## src/rtl/shift_deserializer.sv

```systemverilog
// Serial-to-parallel receiver: shifts ser_in into a WIDTH-bit word in either bit order
// and presents each completed word on A with a valid/ready handshake and a sticky overrun flag.
module shift_deserializer #(
  parameter int WIDTH = 8
) (
  input  logic             clk,
  input  logic             rst,
  input  logic             start,
  input  logic             stop,
  input  logic             dir,
  input  logic             ser_in,
  input  logic             ser_valid,
  input  logic             out_ready,
  output logic [WIDTH-1:0] A,
  output logic             out_valid,
  output logic             busy,
  output logic             overrun
);

  localparam int CW = (WIDTH > 2) ? $clog2(WIDTH) : 1;
  localparam logic [CW-1:0] LAST_BIT = CW'(WIDTH - 1);

  typedef enum logic {
    IDLE,
    RECV
  } state_t;

  state_t           state_q, state_d;
  logic [WIDTH-1:0] sr_q, sr_d;
  logic [CW-1:0]    cnt_q, cnt_d;
  logic             dir_q, dir_d;
  logic [WIDTH-1:0] a_q, a_d;
  logic             outValid_q, outValid_d;
  logic             overrun_q, overrun_d;
  logic [WIDTH-1:0] srShifted;
  logic             wordDone;

  assign srShifted = dir_q ? {ser_in, sr_q[WIDTH-1:1]} : {sr_q[WIDTH-2:0], ser_in};

  always_ff @(posedge clk or posedge rst) begin
    if (rst) begin
      state_q    <= IDLE;
      sr_q       <= '0;
      cnt_q      <= '0;
      dir_q      <= 1'b0;
      a_q        <= '0;
      outValid_q <= 1'b0;
      overrun_q  <= 1'b0;
    end else begin
      state_q    <= state_d;
      sr_q       <= sr_d;
      cnt_q      <= cnt_d;
      dir_q      <= dir_d;
      a_q        <= a_d;
      outValid_q <= outValid_d;
      overrun_q  <= overrun_d;
    end
  end

  always_comb begin
    state_d    = state_q;
    sr_d       = sr_q;
    cnt_d      = cnt_q;
    dir_d      = dir_q;
    a_d        = a_q;
    outValid_d = outValid_q;
    overrun_d  = overrun_q;
    wordDone   = 1'b0;

    unique case (state_q)
      IDLE: begin
        if (start) begin
          sr_d      = '0;
          cnt_d     = '0;
          dir_d     = dir;
          overrun_d = 1'b0;
          state_d   = RECV;
        end
      end
      RECV: begin
        // stop outranks start and also blocks a bit presented on the same edge
        if (stop) begin
          sr_d    = '0;
          cnt_d   = '0;
          state_d = IDLE;
        end else if (start) begin
          sr_d      = '0;
          cnt_d     = '0;
          dir_d     = dir;
          overrun_d = 1'b0;
        end else if (ser_valid) begin
          sr_d = srShifted;
          if (cnt_q == LAST_BIT) begin
            cnt_d    = '0;
            wordDone = 1'b1;
          end else begin
            cnt_d = cnt_q + 1'b1;
          end
        end
      end
      default: state_d = IDLE;
    endcase

    // Output register and handshake run independently of the FSM state
    if (wordDone) begin
      a_d        = srShifted;
      outValid_d = 1'b1;
      if (outValid_q && !out_ready) begin
        overrun_d = 1'b1;
      end
    end else if (outValid_q && out_ready) begin
      outValid_d = 1'b0;
    end
  end

  assign A         = a_q;
  assign out_valid = outValid_q;
  assign busy      = (state_q == RECV);
  assign overrun   = overrun_q;

endmodule

```

## config.mk

```make
export PLATFORM = sky130hd
export DESIGN_NAME = shift_deserializer
export DESIGN_NICKNAME = d
export VERILOG_FILES = /design/src/rtl/shift_deserializer.sv
export SDC_FILE = /design/constraint.sdc
export NUM_CORES = 1
export LEC_CHECK = 0
export CORE_MARGIN = 4
export CORE_UTILIZATION = 40
export CTS_BUF_LIST = sky130_fd_sc_hd__clkbuf_4
export DETAILED_ROUTE_END_ITERATION = 8
export HOLD_SLACK_MARGIN = 0.06
export PLACE_DENSITY = 0.73
export SYNTH_ARGS = -nofsm -noshare
export SYNTH_HDL_FRONTEND = slang
export SYNTH_SLANG_ARGS = --single-unit
```

## constraint.sdc

```tcl
create_clock -name clk -period 1.51 [get_ports clk]
set_clock_uncertainty 0.15 [all_clocks]
set_input_delay 0.302 -clock clk [delete_from_list [all_inputs] [get_ports clk]]
set_output_delay 0.302 -clock clk [all_outputs]
set_load 0.05 [all_outputs]
```

After elaboration in Yosys (flattened, before gate mapping)
Cells that the tools add are included.
W data, S select, Z words.
{ "op_classes": {"mux": 30, "n_addsub": 1, "eq_ne": 4, "bitwise_logic": 1, "n_reduce_logical": 5} }
{ "ops": {"columns": ["operator", "n"], "rows": [
  ["$mux W8", 5],
  ["$pmux W8 S2", 1],
  ["$mux W1", 15],
  ["$mux W3", 5],
  ["$pmux W1 S2", 3],
  ["$pmux W3 S2", 1],
  ["$ne A2 B2 Y1 const B", 2],
  ["$ne A4 B4 Y1 const B", 1],
  ["$add A3 B1 Y3 const B", 1],
  ["$eq A3 B3 Y1 const B", 1],
  ["$logic_and A1 B1 Y1", 2],
  ["$reduce_and A2 Y1", 1],
  ["$reduce_bool A2 Y1", 1],
  ["$logic_not A1 Y1", 1],
  ["$not A1 Y1", 1]
]} }
{ "word_totals": {"reg_bits": 23, "input_bits": 8, "elab_cells": 48} }

Depth between registers and ports, before layout
Gate-level depths: netlist of the first run.
{ "depth": {"word_depth": 7, "mapped_depth": 5, "mapped_depth_nobuf": 4} }

Worst setup path after synthesis of the first run
No wires, ideal clock.
{ "synth_path": {"path_kind": "reg2reg", "start": "reg state_q (netlist: busy)", "end": "reg a_q[5] (netlist: A[5])", "arrival_time_ns": 1.615, "slack_ns": -0.380, "period_less_slack_ns": 1.890, "path_stages_with_launch": 5, "t_required_ns": 1.235, "path_buffers": 1, "setup_time_ns": 0.125, "path_cell_list": "dfrtp_1 > nor3b_4 > and3_4 > buf_12 > mux2_4"} }
{ "synth_via": {"elab_chain_cells": 1} }
{ "synth_lines": {"columns": ["item", "line_no", "source"], "rows": [
  ["start: declaration", "28", "state_t state_q, state_d;"],
  ["start signal: assignment", "50", "state_q <= state_d;"],
  ["$mux W1", "70", "unique case (state_q)"],
  ["end signal: assignment", "46", "a_q <= '0;"],
  ["end signal: assignment", "54", "a_q <= a_d;"],
  ["end: declaration", "32", "logic [WIDTH-1:0] a_q, a_d;"]
]} }
Every way passes these cells.
A chain may end at the register's enable or synchronous reset.

Worst setup path in the final report of the first run
{ "layout_path": {"start": "reg cnt_q[0]", "end": "reg overrun_q (netlist: overrun)"} }
{ "layout_via": {"elab_chain_cells": 7} }
{ "layout_lines": {"columns": ["item", "line_no", "source"], "rows": [
  ["start: declaration", "30", "logic [CW-1:0] cnt_q, cnt_d;"],
  ["start signal: assignment", "52", "cnt_q <= cnt_d;"],
  ["$eq A3 B3 Y1", "93", "if (cnt_q == LAST_BIT) begin"],
  ["$mux W1", "93", null],
  ["$mux W1", "91", "end else if (ser_valid) begin"],
  ["$mux W1", "86", "end else if (start) begin"],
  ["$mux W1", "82", "if (stop) begin"],
  ["$mux W1", "70", null],
  ["$mux W1", "105", "if (wordDone) begin"],
  ["net overrun_d", "34", "logic overrun_q, overrun_d;"],
  ["end signal: assignment", "56", "overrun_q <= overrun_d;"],
  ["end: declaration", "34", null]
]} }
The timed path passes the listed nets, and every way through them passes these cells.

==> results by stage, run 1 <==
Route:
- The number of search-and-repair iterations in the first detailed-routing pass is 3.
- For this run, design rule violations remaining after detail routing come to 0.
- The highest routing layer actually used is met3.
- Summed over all nets, wire length on met2 after detailed routing comes to 1.24 mm.
- The detailed router put a total of 1.04 mm of wire on met1.
- The count of nets left with antenna violations once routing finished came out at 0.
- The wire length on met3 is 132 um.
- Summed over all layers, the routed wires come to 2.41 mm.
- The total via count after detailed routing is 755.
- Dividing the detail-routed via count by the number of cells gives 4.84.
- After detailed routing, the average wire length per cell comes to 15.4 um.
- The first routing iteration left 4 violations.

Clocking:
- The TritonCTS buffer count is 3.
- Counting along the longest clock path gives a buffer depth of 2.
- The CTS sink count is 23.
- The buffer cell driving the clock tree root is sky130_fd_sc_hd__clkbuf_4.
- TritonCTS built the clock tree.
- The number of levels the H-tree was split into is 1.
- The later pin in the worst-skew pair is clocked with a latency of 0.31 ns.
- After clock tree synthesis, the clock-pin slew on the worst setup and hold paths is 0.13 ns.

Synthesis:
- Counting flops and latches in the post-synthesis netlist gives 23.
- The synthesized instance count is 90.
- The dominant combinational cell family by area after synthesis is multiplexers.
- The basic-gate share of the synthesized area counting and, or, nand and nor cells is 8.31%.
- The synthesized design contains 0 enable-type register cells.
- By area the synthesized netlist is led by sky130_fd_sc_hd__dfrtp_1, sky130_fd_sc_hd__mux2i_1, sky130_fd_sc_hd__mux2_2.
- The primary flip-flop cell chosen by synthesis mapping is sky130_fd_sc_hd__dfrtp_1.
- The number of warning messages in the yosys log is 0.
- Of the total synthesized cell area, the portion taken by XOR and XNOR cells is 0%.
- The part of the Yosys area used for sequential elements is 51.7%.
- After synthesis the cells add up to between 0.001 and 0.0015 mm^2.
- The most repeated cell in the gate-level netlist after synthesis is sky130_fd_sc_hd__dfrtp_1.
- Of all flip-flops after synthesis, the portion carrying an async set or reset was 100%.
- The share of the synthesized area in compound gates (AO/OA/AOI/OAI) is between 3 and 4%.
- By count the netlist is led by sky130_fd_sc_hd__dfrtp_1, sky130_fd_sc_hd__mux2i_1, sky130_fd_sc_hd__inv_1.
- The number of distinct library cells after synthesis is 19.
- After Yosys synthesis, full adders, half adders and majority gates account for 2.25% of the synthesized area.
- The multiplexer fraction of the synthesized cell area is 27.2%.
- The average cell area after synthesis is 12.4 um^2.
- The post-synth net total is 100.
- The cell taking the most area after synthesis is sky130_fd_sc_hd__dfrtp_1.
- The share of the synthesized area in the top cell type is 51.7%.

Setup path:
- STA classifies the critical path startpoint as a flip-flop.
- The cell with the biggest individual delay on the critical path is sky130_fd_sc_hd__dfrtp_1.
- On the worst path, the slowest cell contributes a delay of 0.43 ns.
- Of all nets on the critical path, the largest fanout is 4.
- Traced cell by cell, the critical path runs through ha_2, ha_4, and3_4, buf_6, a32o_2.
- For the worst setup path, the data required time is 1.57 ns.
- STA classifies the critical path endpoint as a flip-flop.
- The data arrival time at the worst-slack endpoint is 1.64 ns.
- The class of the most critical setup path is flip-flop to flip-flop.
- The logic depth of the worst register-to-register path is 5.

Timing:
- The number of failing hold endpoints at the final stage is 0.
- Measured against its own limit, the worst slew margin works out to about four fifths.
- The maximum clock rate is about 0.63 GHz.
- The final-report max-slew violation count is 0.
- Setup repair after global routing could not meet its margin everywhere.
- Subtracting the final worst setup slack from the clock period gives 1.58 ns.
- For the pin with the worst max-slew slack, the measured transition is 0.299 ns.
- The least setup slack across all paths after layout is -0.0677 ns.
- The part of the cycle the worst path needs is 104%.
- The final-report setup violation count is 2.

Global route:
- Global routing finished with a remaining overflow of 0.
- The first global-routing pass estimated ~3.9 mm of wire.
- Entering global routing, the biggest net connects 24 pins.
- The via count of the first global-routing pass is about 830.
- In the global route stage, overall resource usage came out at ~14%.
- The number of antenna violations at the first check in global routing is 0.

Final layout:
- 0 antenna diodes ended up in the layout.
- The area of all placed cells without fillers is 0.00166 mm^2.
- The final layout contains 137 nets.
- Relative to the synthesized area, the layout overhead comes to 49.2%.
- The share of layout cells above drive strength 1 is 43.7%.

Place:
- Buffers placed on the I/O ports in this run total 18.
- The congestion estimate from routability-driven global placement came to 0.740.
- The standard cell area after detailed placement is 0.00157 mm^2.
- Timing analysis after detailed placement gives a worst setup slack of -0.423 ns.
- Detailed placement ended at an HPWL of 1.76 mm.

Pwr:
- The analysis attributes to cell leakage a power of 0.812 nW.
- Across the VDD grid, the largest voltage drop is 500 uV.
- The power density relative to cell area is 713 mW/mm^2.

Run:
- Across the run, the number of max-cap violations was 0.

Floorplanning:
- After floorplanning, the core was divided into 18 placement rows.
- The initial cell density of the core is 43.4%.
- The number of I/O pins is 19.
- The vertical extent of the die is 60.8 um.
- The area inside the core boundary is 0.00257 mm^2.
- The x dimension of the die is 60.8 um.
- The floorplan step defined a die boundary enclosing 0.00369 mm^2.

Run status:
- The flow ran to the end, but the final reports show violations.
- The final reports fail on negative setup slack.

Hold path:
- The worst hold path belongs to the class input port to async pin.
## timing repair
item	in CTS	in global routing
pin swaps	2	1
gates cloned	0	1
setup buffers	0	1
setup endpoints to repair	17	18
hold buffers	0	0
gates resized for setup	6	6
## metrics by stage
stage	util (%)	instances	total power [mW]	hold slack, ns	setup TNS, ns
after floorplan	-	90	0.775	0.154	-0.901
after global placement	61.2	151	0.887	0.340	-6.86
after detailed placement	61.2	151	0.892	0.343	-7.86
after CTS	62.6	154	1.17	0.176	-0.0566
after global routing	64.7	156	1.24	0.175	-0.665
final	64.7	156	1.18	0.169	-0.0724
## area by class of cell
type                    instances  area (um^2)
clock buffers                   3         22.5
clock inverters                 1         5.00
fillers                       204          906
inverters                      12         45.0
multi-input cells              51          510
flip-flops and latches         23          577
well taps                      30         37.5
repair buffers                 36          464
## where the power goes
| group | internal (mW) | total, mW | switching (mW) |
|---|---|---|---|
| Combinational | 0.147 | 0.254 | 0.107 |
| Clock | 0.0991 | 0.285 | 0.186 |
| Sequential | 0.631 | 0.646 | 0.0147 |
| Total | 0.878 | 1.18 | 0.307 |
## cell usage in the layout (no fill, tap or decap), types with 3 or more instances in the layout
master,instances
sky130_fd_sc_hd__nand2_1,6
sky130_fd_sc_hd__buf_12,12
sky130_fd_sc_hd__buf_6,3
sky130_fd_sc_hd__mux2i_1,15
sky130_fd_sc_hd__nor2_1,6
sky130_fd_sc_hd__dfrtp_1,22
sky130_fd_sc_hd__mux2_2,3
sky130_fd_sc_hd__mux2_4,9
sky130_fd_sc_hd__buf_4,13
sky130_fd_sc_hd__clkbuf_4,3
sky130_fd_sc_hd__inv_1,12
sky130_fd_sc_hd__clkdlybuf4s50_1,5
## critical path: cells and delay by family (launching register included)
| family | cells | cell delay, ns |
|---|---|---|
| compound gates | 1 | 0.25 |
| fa+ha+maj | 2 | 0.35 |
| buf+inv | 1 | 0.13 |
| flops | 1 | 0.43 |
| simple gates | 1 | 0.17 |
## logic make-up (layout without fill, tap and decap cells)
logic type	Yosys count	in the layout
compound gates	4	4
simple gates	17	17
buf+inv	16	52
fa+ha+maj	2	2
mux	28	28
flops	23	23
## registers in the layout, indices dropped and copies added (netlist names)
name,count
sr_q,8
dir_q,1
A,8
out_valid,1
overrun,1
busy,1
cnt_q,3
## routing by layer
metal  global-route usage, %  vias to the layer above
met4                   0.929                        0
met2                    24.1                       18
met3                    4.89                        0
met1                    18.0                      366
met5                       0                        -
li1                        -                      371
## path summary, 6_finish.rpt
kind,from,end,slack [ns]
setup reg to reg,cnt_q[0]$_DFFE_PP0P_,overrun$_DFF_PP0_,-0.07
hold reg to reg,sr_q[0]$_DFFE_PP0P_,sr_q[0]$_DFFE_PP0P_,0.38
setup / recovery,cnt_q[0]$_DFFE_PP0P_,overrun$_DFF_PP0_,-0.07
hold / removal,rst,A[0]$_DFFE_PP0P_,0.17
max in group asynchronous,rst,busy$_DFF_PP0_,0.79
min in group clk,sr_q[0]$_DFFE_PP0P_,sr_q[0]$_DFFE_PP0P_,0.38
(Power assumes the default switching activity.)
==> run 2, diff against run 1 <==
--- a/config.mk
+++ b/config.mk
@@ -10,7 +10,7 @@
 export CTS_BUF_LIST = sky130_fd_sc_hd__clkbuf_4
 export DETAILED_ROUTE_END_ITERATION = 8
 export HOLD_SLACK_MARGIN = 0.06
-export PLACE_DENSITY = 0.73
+export PLACE_DENSITY = 0.71
 export SYNTH_ARGS = -nofsm -noshare
 export SYNTH_HDL_FRONTEND = slang
 export SYNTH_SLANG_ARGS = --single-unit
==> constraint.sdc (replaced) <==
create_clock -name clk -period 1.9 [get_ports clk]
set_clock_uncertainty 0.15 [all_clocks]
set_input_delay 0.38 -clock clk [delete_from_list [all_inputs] [get_ports clk]]
set_output_delay 0.38 -clock clk [all_outputs]
set_load 0.05 [all_outputs]
==> results by stage, run 2 (same netlist as run 1, synthesis figures left out) <==
Run status:
- The run finished with clean final reports.

Timing:
- The worst path in the final design needs a cycle of 1.67 ns, including I/O delays and setup.
- Summed over all failing endpoints, the final setup total negative slack is 0 ns.
- Setup slack on the critical path of the routed design comes to 0.226 ns.
- Setup violations remaining at the end of the flow were counted as 0.
- The maximum clock rate is 0.598 GHz.
- The number of failing hold endpoints at the final stage was 0.
- Headroom to the max-slew limit came out at 71.4%.
- Dividing the final minimum period by the clock period gives 88.1%.
- For the pin with the worst max-slew slack, the measured transition is 0.430 ns.
- The final-report max-slew violation count came to 0.
- Setup repair after global routing left no endpoint under its margin.

Final layout:
- The library cell used most frequently in the layout, excluding fill and tap cells, is sky130_fd_sc_hd__dfrtp_1.
- The share of layout cells above drive strength 1 is 30.2%.
- In the layout the commonest cells are sky130_fd_sc_hd__dfrtp_1, sky130_fd_sc_hd__buf_4, sky130_fd_sc_hd__mux2i_1.
- The final-layout fill cell count is 254.
- The number of nets in the layout is around 130.
- Once layout is done, the placed cells without fillers occupy 0.00135 mm^2.
- Relative to the synthesized area, the layout overhead comes to 21.6%.
- 0 antenna diodes ended up in the layout.

Place:
- During placement, the flow inserted port buffers numbering 18.
- The final weighted congestion in routability-driven placement is 0.701.
- The half-perimeter wire length of the detailed placement result is around 1.5 mm.
- Timing analysis after detailed placement gives a worst setup slack of -0.102 ns.
- The placed instances occupy a cell area of between 0.001 and 0.0015 mm^2.

Global route:
- The largest net degree at the start of global routing is 24.
- The via count of the first global-routing pass was 769.
- The total overflow reported by the global router is 0.
- In the global route stage, overall resource usage came out at about an eighth.
- The first global-routing pass estimated about 3.4 mm of wire.
- The number of antenna violations at the first check in global routing is 0.

Setup path:
- The worst setup path is launched from a flip-flop.
- The endpoint identified for the worst register-to-register timing path is overrun$_DFF_PP0_.
- Walking the worst path, the cells encountered are ha_1, ha_1, and3_4, buf_4, a32o_2.
- The launch instance of the worst register-to-register path is cnt_q[0]$_DFFE_PP0P_.
- The maximum net fanout on the critical path is 5.
- Grouping stages by cell kind, the critical path spends the most delay in flip-flops.
- The worst setup path is of the flip-flop to flip-flop kind.
- The most frequent cell on the critical path is sky130_fd_sc_hd__ha_1.
- The data arrival time at the worst-slack endpoint is 1.74 ns.
- The slowest stage of the critical path is the sky130_fd_sc_hd__dfrtp_1 cell.
- The stage delay of the slowest cell on the critical path is 0.42 ns.
- The worst path required time is 1.96 ns.
- The logic depth of the worst register-to-register path is 5.
- The worst path buffer plus inverter count is 1.
- The element type at the critical path end is a flip-flop.
- The slack of the worst reg-to-reg path is 0.23 ns.

Pwr:
- The power density relative to cell area is around 640 mW/mm^2.
- The static leakage is 0.691 nW.
- In this run switching power makes up about 26% of total power.
- The clock share of power is 26.0%.
- In this run the power spent charging and discharging nets is 0.224 mW.
- The sequential power share is 60.4%.
- The proportion of power drawn by combinational gates is 13.6%.
- The cell-internal power is 0.642 mW.
- The maximum VDD drop is 433 uV.

Floorplanning:
- The region available for standard cell placement spans 0.00257 mm^2.
- 19 I/O pins were placed.
- Row generation in the floorplan step produced 18 rows.
- The initial cell density of the core is 43.4%.
- The floorplan step set the die width to 60.8 um.
- The die area is 0.00369 mm^2.
- The vertical extent of the die is 60.8 um.

Clocking:
- The CTS tree is yes.
- In this run, CTS created clock tree buffers numbering 3.
- The number of gates resized after cts is 0.
- The clock drives 23 sinks.
- In this run the post-CTS setup repair buffer count came out at 0.
- The clock slew at the register clock pins of the worst setup and hold paths is 0.13 ns.
- The clock passes through at most 2 buffers.
- The number of hold-repair buffers added at the cts stage is 0.
- In this run the number of H-tree levels came out at 1.
- The buffer cell driving the clock tree root is sky130_fd_sc_hd__clkbuf_4.
- For the worst-skew pair, the clock arrives at the later sink with an insertion delay of 0.31 ns.

Route:
- The number of search-and-repair iterations in the first detailed-routing pass is 5.
- The final wirelength is 2.05 mm.
- The wire length per cell is 14.1 um.
- After the first detailed-routing iteration, the DRC count stood at 2.
- The detailed router placed 734 vias in this run.
- The post-detailed-route DRC marker count is 0.
- The vias per cell is between 5 and 6.
- The count of nets left with antenna violations once routing finished came out at 0.

Hold path:
- The class of the tightest hold or removal check is input port to async pin.

Run:
- Max-cap violations in this run came to 0.
## run 2: worst min-delay path: cells and delay by family
family	cells	cell delay, ns
buf+inv	3	0.73
## run 2: layer usage
metal / wire length (um) / vias up / global-route usage (%)
li1: - / 350 / -
met1: 926 / 368 / 15.0
met2: 1020 / 14 / 22.0
met3: 86 / 2 / 2.34
met4: 22 / 0 / 4.02
met5: 0 / - / 0
## run 2: worst max-delay path by stage
stage,from,end,slack (ns),cells after the start
finish,cnt_q[0]$_DFFE_PP0P_,overrun$_DFF_PP0_,0.23,5
detailed placement,stop,sr_q[2]$_DFFE_PP0P_,-0.10,5
global placement,stop,sr_q[3]$_DFFE_PP0P_,-0.05,5
CTS,cnt_q[0]$_DFFE_PP0P_,overrun$_DFF_PP0_,0.22,5
global route,cnt_q[0]$_DFFE_PP0P_,overrun$_DFF_PP0_,0.17,5
floorplan,busy$_DFF_PP0_,A[5]$_DFFE_PP0P_,0.01,4
## run 2: area by class of cell
type                       count  area, um^2  area share, %
inverter                      12        45.0           3.33
clock inverter                 1        5.00          0.370
clock buffer                   3        22.5           1.66
sequential                    23         576           42.5
timing repair buffer          26         213           15.7
tap                           30        37.5           2.77
multi-input combinational     51         455           33.6
## run 2: power groups by stage
stage               clock [mW]  combinational, mW  sequential (mW)
floorplan                    0             0.0786            0.528
global placement             0              0.117            0.531
detailed placement           0              0.120            0.532
CTS                      0.230              0.120            0.522
global route             0.253              0.127            0.525
finish                   0.225              0.118            0.523
## run 2: per-stage QoR
step                util, %  hold WS (ns)  instances  total power, mW
floorplan                 -         0.232         90            0.607
global placement       51.7         0.333        142            0.648
detailed placement     51.7         0.347        142            0.651
CTS                    52.7         0.256        146            0.872
global route           52.7         0.279        146            0.905
finish                 52.7         0.249        146            0.866
